[src/rtl/pkg_gate_guard_decodes.sv]
// Register map, bit positions, channel FSM states and reset values
// shared by the gate guard and its per-channel state machines.
package pkg_gate_guard_decodes;

  localparam logic [7:0] ADDR_CONTROL  = 8'h00;
  localparam logic [7:0] ADDR_DEADTIME = 8'h04;
  localparam logic [7:0] ADDR_FILTER   = 8'h08;
  localparam logic [7:0] ADDR_STATUS   = 8'h0C;

  localparam int CTRL_EN1       = 0;
  localparam int CTRL_EN2       = 1;
  localparam int CTRL_IRQ_FAULT = 2;
  localparam int CTRL_IRQ_ST    = 3;

  localparam int STAT_FAULT = 0;
  localparam int STAT_ST1   = 1;
  localparam int STAT_ST2   = 2;
  localparam int STAT_FSYNC = 3;

  typedef enum logic [1:0] {
    ST_OFF     = 2'd0,
    ST_DRIVE_H = 2'd1,
    ST_DRIVE_L = 2'd2,
    ST_DEAD    = 2'd3
  } chan_state_e;

  localparam logic [3:0]  RST_CONTROL  = 4'h0;
  localparam logic [15:0] RST_DEADTIME = 16'h0808;
  localparam logic [7:0]  RST_FILTER   = 8'h03;

endpackage

[src/rtl/gate_guard_channel.sv]
// One half-bridge leg: dead-time FSM with shoot-through suppression.
// Gate outputs are registered copies of the next state.
module gate_guard_channel
  import pkg_gate_guard_decodes::*;
(
  input  logic       clk_i,
  input  logic       rst_i,
  input  logic       i_en,
  input  logic       i_force_off,
  input  logic [7:0] i_dead,
  input  logic       i_h,
  input  logic       i_l,
  output logic       o_gate_h,
  output logic       o_gate_l,
  output logic       o_st_pulse
);

  chan_state_e r_state;
  chan_state_e w_state_nxt;
  logic [7:0]  r_cnt;
  logic [7:0]  w_cnt_nxt;
  logic [1:0]  w_req;

  assign o_st_pulse = i_h & i_l;

  always_comb begin
    // a both-sides request is treated as no request
    w_req       = (i_h & i_l) ? 2'b00 : {i_h, i_l};
    w_state_nxt = r_state;
    w_cnt_nxt   = r_cnt;
    if (!i_en || i_force_off) begin
      w_state_nxt = ST_OFF;
    end else begin
      case (r_state)
        ST_OFF: begin
          if (w_req == 2'b10)      w_state_nxt = ST_DRIVE_H;
          else if (w_req == 2'b01) w_state_nxt = ST_DRIVE_L;
        end
        ST_DRIVE_H, ST_DRIVE_L: begin
          if ((r_state == ST_DRIVE_H && w_req != 2'b10) ||
              (r_state == ST_DRIVE_L && w_req != 2'b01)) begin
            if (i_dead == 8'd0) begin
              w_state_nxt = ST_OFF;
            end else begin
              w_state_nxt = ST_DEAD;
              w_cnt_nxt   = i_dead;
            end
          end
        end
        ST_DEAD: begin
          if (r_cnt <= 8'd1) w_state_nxt = ST_OFF;
          else               w_cnt_nxt   = r_cnt - 8'd1;
        end
        default: w_state_nxt = ST_OFF;
      endcase
    end
  end

  always_ff @(posedge clk_i) begin
    if (rst_i) begin
      r_state  <= ST_OFF;
      r_cnt    <= 8'd0;
      o_gate_h <= 1'b0;
      o_gate_l <= 1'b0;
    end else begin
      r_state  <= w_state_nxt;
      r_cnt    <= w_cnt_nxt;
      o_gate_h <= (w_state_nxt == ST_DRIVE_H);
      o_gate_l <= (w_state_nxt == ST_DRIVE_L);
    end
  end

endmodule

[src/rtl/pwm_gate_guard.sv]
// Gate guard top: bus registers, fault synchronizer/filter/latch, irq,
// and two dead-time channels between the PWM block and the gate drivers.
module pwm_gate_guard
  import pkg_gate_guard_decodes::*;
(
  input  logic        clk_i,
  input  logic        rst_i,
  input  logic [7:0]  address_i,
  input  logic [31:0] writedata_i,
  input  logic        write_i,
  input  logic        read_i,
  input  logic        chipselect_i,
  output logic [31:0] readdata_o,
  input  logic        pwm1_h_i,
  input  logic        pwm1_l_i,
  input  logic        pwm2_h_i,
  input  logic        pwm2_l_i,
  input  logic        fault_n_i,
  output logic        gate1_h_o,
  output logic        gate1_l_o,
  output logic        gate2_h_o,
  output logic        gate2_l_o,
  output logic        irq_o
);

  logic [3:0]  r_control;
  logic [15:0] r_deadtime;
  logic [7:0]  r_filter;
  logic        r_fault_latched, r_st1, r_st2;
  logic        r_fs1, r_fs2;
  logic [7:0]  r_fcnt;
  logic        r_irq;
  logic [31:0] r_readdata;

  logic        w_wr, w_rd, w_trip, w_force_off;
  logic        w_st1_pulse, w_st2_pulse;
  logic [2:0]  w_w1c;
  logic [31:0] w_rdata;
  logic        w_unused;

  assign w_wr        = write_i & chipselect_i;
  assign w_rd        = read_i & chipselect_i;
  assign w_w1c       = (w_wr && address_i == ADDR_STATUS) ? writedata_i[2:0] : 3'b000;
  assign w_trip      = r_fs2 & (r_fcnt == r_filter);
  assign w_force_off = r_fault_latched | w_trip;
  assign w_unused    = &{1'b0, writedata_i[31:16]};

  assign readdata_o  = r_readdata;
  assign irq_o       = r_irq;

  always_comb begin
    w_rdata = 32'd0;
    case (address_i)
      ADDR_CONTROL:  w_rdata = {28'd0, r_control};
      ADDR_DEADTIME: w_rdata = {16'd0, r_deadtime};
      ADDR_FILTER:   w_rdata = {24'd0, r_filter};
      ADDR_STATUS:   w_rdata = {28'd0, r_fs2, r_st2, r_st1, r_fault_latched};
      default:       w_rdata = 32'd0;
    endcase
  end

  always_ff @(posedge clk_i) begin
    if (rst_i) begin
      r_control       <= RST_CONTROL;
      r_deadtime      <= RST_DEADTIME;
      r_filter        <= RST_FILTER;
      r_fault_latched <= 1'b0;
      r_st1           <= 1'b0;
      r_st2           <= 1'b0;
      r_fs1           <= 1'b0;
      r_fs2           <= 1'b0;
      r_fcnt          <= 8'd0;
      r_irq           <= 1'b0;
      r_readdata      <= 32'd0;
    end else begin
      if (w_wr && address_i == ADDR_CONTROL)  r_control  <= writedata_i[3:0];
      if (w_wr && address_i == ADDR_DEADTIME) r_deadtime <= writedata_i[15:0];
      if (w_wr && address_i == ADDR_FILTER)   r_filter   <= writedata_i[7:0];
      if (w_rd) r_readdata <= w_rdata;

      r_fs1 <= ~fault_n_i;
      r_fs2 <= r_fs1;
      if (!r_fs2)               r_fcnt <= 8'd0;
      else if (r_fcnt != 8'hFF) r_fcnt <= r_fcnt + 8'd1;

      // set terms are ORed last so a same-cycle W1C never hides a new event
      r_fault_latched <= w_trip | (r_fault_latched & ~(w_w1c[STAT_FAULT] & ~r_fs2));
      r_st1           <= w_st1_pulse | (r_st1 & ~w_w1c[STAT_ST1]);
      r_st2           <= w_st2_pulse | (r_st2 & ~w_w1c[STAT_ST2]);

      r_irq <= (r_fault_latched & r_control[CTRL_IRQ_FAULT]) |
               ((r_st1 | r_st2) & r_control[CTRL_IRQ_ST]);
    end
  end

  gate_guard_channel u_ch1 (
    .clk_i       (clk_i),
    .rst_i       (rst_i),
    .i_en        (r_control[CTRL_EN1]),
    .i_force_off (w_force_off),
    .i_dead      (r_deadtime[7:0]),
    .i_h         (pwm1_h_i),
    .i_l         (pwm1_l_i),
    .o_gate_h    (gate1_h_o),
    .o_gate_l    (gate1_l_o),
    .o_st_pulse  (w_st1_pulse)
  );

  gate_guard_channel u_ch2 (
    .clk_i       (clk_i),
    .rst_i       (rst_i),
    .i_en        (r_control[CTRL_EN2]),
    .i_force_off (w_force_off),
    .i_dead      (r_deadtime[15:8]),
    .i_h         (pwm2_h_i),
    .i_l         (pwm2_l_i),
    .o_gate_h    (gate2_h_o),
    .o_gate_l    (gate2_l_o),
    .o_st_pulse  (w_st2_pulse)
  );

endmodule

[config.mk]
export PLATFORM = sky130hd
export DESIGN_NAME = pwm_gate_guard
export DESIGN_NICKNAME = d
export VERILOG_FILES = /design/src/rtl/pkg_gate_guard_decodes.sv /design/src/rtl/gate_guard_channel.sv /design/src/rtl/pwm_gate_guard.sv
export SDC_FILE = /design/constraint.sdc
export NUM_CORES = 1
export LEC_CHECK = 0
export ABC_AREA = 1
export BUFFER_PORTS_ARGS = -buffer_cell sky130_fd_sc_hd__buf_2
export CAP_MARGIN = 15
export CORE_UTILIZATION = 40
export DETAILED_ROUTE_END_ITERATION = 12
export PLACE_DENSITY = 0.68
export SLEW_MARGIN = 20
export SYNTH_ARGS = -nofsm -noshare
export SYNTH_HDL_FRONTEND = slang
export SYNTH_HIERARCHICAL = 1
export SYNTH_SLANG_ARGS = --single-unit
[constraint.sdc]
create_clock -name clk_i -period 2.2 [get_ports clk_i]
set_clock_uncertainty 0.15 [all_clocks]
set_input_delay 0 -clock clk_i [delete_from_list [all_inputs] [get_ports clk_i]]
set_output_delay 0 -clock clk_i [all_outputs]
set_load 0.005 [all_outputs]
Word level (Yosys, flattened, before mapping)

Cells that the tools add are included.

Flip-flop bits (word level): 98
Input bits: 50
Output and inout bits: 37
Word-level logic and storage cells: 129

Add/subtract/negate cells: 3
Order comparisons: 2
Equality and inequality tests: 29
Mux-type cells: 26
Bitwise gates (word level): 24
Reduce and logical (&&, ||, !) cells: 26

Operators by type and width:

| cell                | count |
|---|---|
| $pmux 16 s4         | 1 |
| $mux 8              | 6 |
| $pmux 8 s2          | 2 |
| $mux 2              | 14 |
| $logic_not 8->1     | 3 |
| $eq 2x2->1 const B  | 8 |
| $eq 8x4->1 const B  | 2 |
| $le 8x1->1 const B  | 2 |
| $sub 8x1->8 const B | 2 |
| $eq 2x1->1 const B  | 6 |
| $ne 2x2->1 const B  | 6 |
| $pmux 2 s3          | 2 |
| $and 1x1->1         | 11 |
| $reduce_and 5->1    | 2 |
| $add 8x1->8 const B | 1 |
| $eq 8x3->1 const B  | 1 |
| $eq 8x8->1          | 1 |
| $logic_and 1x1->1   | 8 |
| $ne 2x1->1 const B  | 4 |
| $ne 8x8->1 const B  | 1 |
| $not 1->1           | 7 |
| $or 1x1->1          | 6 |
| $reduce_or 2->1     | 3 |
| $logic_not 2->1     | 2 |
| 4 further kinds     | 9 |

Longest topological paths before layout

Word-level depth: 9
Gate-level depth with buffers: 16

Hierarchy

The synthesis kept the hierarchy.

Modules (own cells, without submodules):

| module             | times used | cells an instance | area each (µm²) | seq. area each (µm²) |
|---|---|---|---|---|
| pwm_gate_guard     | 1          | 360               | 2690.1          | 1161.1 |
| gate_guard_channel | 2          | 151               | 955.9           | 240.2 |

Worst setup path after synthesis

OpenSTA, ideal clock, no wires.

Path kind: register to register
Start point: register r_fcnt[5]
End point: register u_ch1.r_cnt[5]
Setup time: 0.110 ns
Arrival time: 1.567 ns
Path slack: 0.374 ns
Stages on the path, launching flop included: 16
Buffers on the path: 0
Period minus slack after synthesis: 1.826 ns
Cell sequence: dfxtp_1 inv_1 o21ai_0 nor2_1 nand2_1 nor2_1 nor2_1 inv_1 nor2_1 nand2_1 a21oi_4 nand2_4 inv_6 nand2_1 nand2_1 nor2_2

Longest elaborated chain between the ends: 6

Ends and longest elaborated chain:

| element                           | RTL line                 | RTL |
|---|---|---|
| start, declared                   | pwm_gate_guard.sv:31     | `logic [7:0] r_fcnt;` |
| start signal, assigned            | pwm_gate_guard.sv:84     | `else if (r_fcnt != 8'hFF) r_fcnt <= r_fcnt + 8'd1;` |
| $eq 8x8->1                        | pwm_gate_guard.sv:44     | `assign w_trip = r_fs2 & (r_fcnt == r_filter);` |
| $and 1x1->1                       | pwm_gate_guard.sv:44     |  |
| $or 1x1->1                        | pwm_gate_guard.sv:45     | `assign w_force_off = r_fault_latched \| w_trip;` |
| named net w_force_off             | pwm_gate_guard.sv:35     | `logic w_wr, w_rd, w_trip, w_force_off;` |
| $logic_or 1x1->1                  | gate_guard_channel.sv:31 | `if (!i_en \|\| i_force_off) begin` |
| $not 1->1 (no source line)        | --                       |  |
| $reduce_and 5->1 (no source line) | --                       |  |
| end signal, assigned              | gate_guard_channel.sv:67 | `r_cnt <= w_cnt_nxt;` |
| end, declared                     | gate_guard_channel.sv:20 | `logic [7:0] r_cnt;` |

The timed path passes the listed nets, and every way through them passes these cells.
A chain may end at the register's enable or synchronous reset.

Worst setup path in the final report

Start point: register r_fcnt[7]
End point: register u_ch2.r_cnt[2]

Longest elaborated chain between the ends: 6

Ends and longest elaborated chain:

| element                           | RTL line |
|---|---|
| $eq 8x8->1                        | pwm_gate_guard.sv:44 |
| $and 1x1->1                       | pwm_gate_guard.sv:44 |
| $or 1x1->1                        | pwm_gate_guard.sv:45 |
| named net w_force_off             | pwm_gate_guard.sv:35 |
| $logic_or 1x1->1                  | gate_guard_channel.sv:31 |
| $not 1->1 (no source line)        | -- |
| $reduce_and 5->1 (no source line) | -- |
| end signal, assigned              | gate_guard_channel.sv:67 |
| end, declared                     | gate_guard_channel.sv:20 |

The timed path passes the listed nets, and every way through them passes these cells.

==> results.ini <==
[outcome]
outcome = finished, final reports clean

[placement]
post-dp-hpwl_um = 8202
dpl.cell_count = 851
port-buffer-count = 54
gpl.final_weighted_congestion = 0.8724

[drt]
per_cell_via_count_in_the_routed_design = 4.905
vias = 4380
wl_um = 10990
drtAntennaViolNets = 0
drt_first_iter_violations = 162
remaining_drc_errors = 0
detailedRoute.firstPassIterationCount = 6
route.detailed.wl_per_inst_um = 12.31

[timing]
slew_headroom_pct = 62.99
final.min_clock_period_ns = 2.059
timing_hold_violations_final = 0
timing.final.crit_share_pct = 93.60
finalSetupViolCount = 0
maximum_clock_rate_mhz = 485.6
final_max_slew_viols = 0
timing_worst_slew_pin_value_ns = 0.5545

[power_and_ir_drop]
peakVddDrop_mv = 0.2944
total_leakage_power_uw = 0.002559
power.total_uw = 3153
pwrdens_mw_per_mm2 = 571.2

[global_routing]
globalRoute.totalOverflow = 0
grt_first_pass_wirelength_um = 18230
grt_start_max_net_pins = 35
grt_pass1_vias = 4117
grt_antenna_before_repair = 0
grt_util_all_layers_pct = 19.55

[layout]
final_layout_size_suffix_gt1_share_pct = 20.19
antenna_cells_inserted = 0
most_frequent_cells_in_the_layout = sky130_fd_sc_hd__nand2_1, sky130_fd_sc_hd__dfxtp_1, sky130_fd_sc_hd__nor2_1, sky130_fd_sc_hd__inv_1, sky130_fd_sc_hd__buf_2
layout.cells.non_filler = 893
number_of_nets_in_the_final_layout = 812
final_common_cell = sky130_fd_sc_hd__nand2_1
multi_input_area_mm2 = 0.002481
area_delta_synth_final_pct = 19.93
seq_area_mm2 = 0.001648
final.fill_count = 1127

[clocking]
clock_tree.htree_level_count = 3
root_buf_cell = sky130_fd_sc_hd__clkbuf_16
cts_tree = done
numCtsBuffers = 9
clk_path_buf_depth = 2
worstSkewPairLatency_ns = 0.34
cts_num_sinks = 82
path_clk_slew_ns = 0.06

[synth]
synthesis.yosys.warnings = 6
synth.cell_area_mm2 = 0.004602
synth-seq-area-share_pct = 35.67
synth_cell_types = 39
synth.ff_latch_count = 82
avg_inst_size_synth_um2 = 6.952
post_synth_inst_count = 662

[setup_path]
worstSetupStartpointType = register
critical_path.reg2reg.startpoint = r_fcnt[7]
critical_path_peak_fanout = 8
setup.worst_path.end_class = register
crit_arrival_ns = 2.13
timing_worst_setup_path_type = reg2reg
worstPathRequired_ns = 2.27
worstSetupStartpoint = r_fcnt[7]

[floorplanning]
die-width_um = 109.3
number_of_rows_created_at_floorplan = 38
die_area_mm2 = 0.01194
coreArea_mm2 = 0.01103
io_pins = 87
dieHeight_um = 109.3
start_util_pct = 41.72

[run]
total_of_max_cap_violations = 0

[min_path]
holdCritStartpoint = address_i[1]
min-delay-path-class = in2reg

-- critical path: stages, from the launching register on --
cell	delay (ns)
sky130_fd_sc_hd__dfxtp_1	0.41
sky130_fd_sc_hd__a21oi_1	0.09
sky130_fd_sc_hd__nand2_1	0.07
sky130_fd_sc_hd__nor2_1	0.04
sky130_fd_sc_hd__nand3_1	0.08
sky130_fd_sc_hd__nor2_2	0.05
sky130_fd_sc_hd__nor2_1	0.15
sky130_fd_sc_hd__inv_1	0.08
sky130_fd_sc_hd__nor2_1	0.11
sky130_fd_sc_hd__buf_4	0.14
sky130_fd_sc_hd__nand2_2	0.07
sky130_fd_sc_hd__a21oi_4	0.15
sky130_fd_sc_hd__nand2_4	0.12
sky130_fd_sc_hd__buf_4	0.15
sky130_fd_sc_hd__nand2_1	0.04
sky130_fd_sc_hd__a21oi_1	0.06
-- repair_timing --
item                                    CTS  global route
hold endpoints to repair                 40             0
hold buffers                             25             0
setup buffers                             0             2
endpoints found under the setup margin    0             8
resized for setup                         0            14
-- report_power, final --
part / switching (uW) / total, uW / internal [uW]
clock: 599 / 1470 / 871
sequential: 6.72 / 1500 / 1500
combinational: 105 / 181 / 75.8
total: 711 / 3150 / 2440
-- synth_stat cells (all sizes together) --
| cell type | number | area (um2) |
|---|---|---|
| nor3 | 2 | 10.01 |
| nand2 | 175 | 731.9 |
| o21ai | 61 | 320.3 |
| mux2i | 2 | 20.02 |
| a31oi | 1 | 6.260 |
| nand3 | 47 | 235.2 |
| inv | 75 | 291.5 |
| a21boi | 2 | 15.01 |
| ha | 13 | 162.7 |
| xor2 | 5 | 43.79 |
| a21oi | 56 | 329.1 |
| xnor2 | 4 | 35.03 |
| clkinv | 3 | 12.51 |
| buf | 28 | 225.2 |
| o21bai | 2 | 15.01 |
| clkbuf | 4 | 15.01 |
| dfxtp | 82 | 1642 |
| conb | 1 | 3.750 |
| nor2 | 86 | 394.1 |
| or2 | 4 | 25.02 |
| o211ai | 6 | 50.05 |
| nand4 | 3 | 18.77 |
-- flip-flops by register name, indices dropped and copies added, names as in the netlist --
signal,flops
irq_o,1
r_control,4
r_deadtime,16
r_fault_latched,1
r_fcnt,8
r_filter,8
r_fs1,1
r_fs2,1
r_st1,1
r_st2,1
readdata_o,16
u_ch1/o_gate_h,1
u_ch1/o_gate_l,1
u_ch1/r_cnt,8
u_ch1/r_state,2
u_ch2/o_gate_h,1
u_ch2/o_gate_l,1
u_ch2/r_cnt,8
u_ch2/r_state,2
-- through the flow --
stage	setup TNS [ns]	hold WS [ns]	setup slack (ns)	instance area (um2)	utilization [%]
after floorplan	0	-0.08313	0.3736	4658	-
after global placement	0	0.01265	0.1488	4954	44.91
after detailed placement	0	0.01356	0.1344	4954	44.91
after CTS	0	0.02379	0.1239	5489	49.76
after global routing	-0.003319	0.1003	-0.003319	5519	50.03
final	0	0.01992	0.1408	5519	50.03
-- cell type report --
type / instances / area share, %
Clock buffer: 10 / 4.149
Clock inverter: 5 / 1.020
Timing Repair Buffer: 93 / 11.34
Tap cell: 140 / 3.174
Sequential cell: 82 / 29.86
Multi-Input combinational cell: 485 / 44.96
Inverter: 78 / 5.509
-- per-layer routing --
layer,track usage (%),vias up,share of wire [%]
li1,-,2253,-
met1,22.75,2013,44
met2,34.73,92,50
met3,4.065,22,3.6
met4,7.905,0,2.4
met5,0,-,0
-- cell families (layout without fill, tap and decap cells) --
family                     count (synthesis)  count (layout)  share of synthesized area, %
and+or+nand+nor                          317             317                         30.75
DFF                                       82              82                         35.67
other                                      1              16                       0.08149
adders and majority gates                 13              13                         3.535
muxes                                      2               2                        0.4350
buffers and inverters                    110             186                         11.83
AOI/OAI and AO/OA                        128             128                         15.99
xor gates and xnor gates                   9               9                         1.713
-- path summary, 6_finish.rpt --
check	endpoint	slack, ns	cells after the start
setup reg to reg	u_ch2/r_cnt[2]	0.14	15
setup / recovery	u_ch2/r_cnt[2]	0.14	15
hold reg to reg	r_fs2	0.25	2
hold / removal	r_control[0]	0.02	7
(Power assumes the default switching activity.)
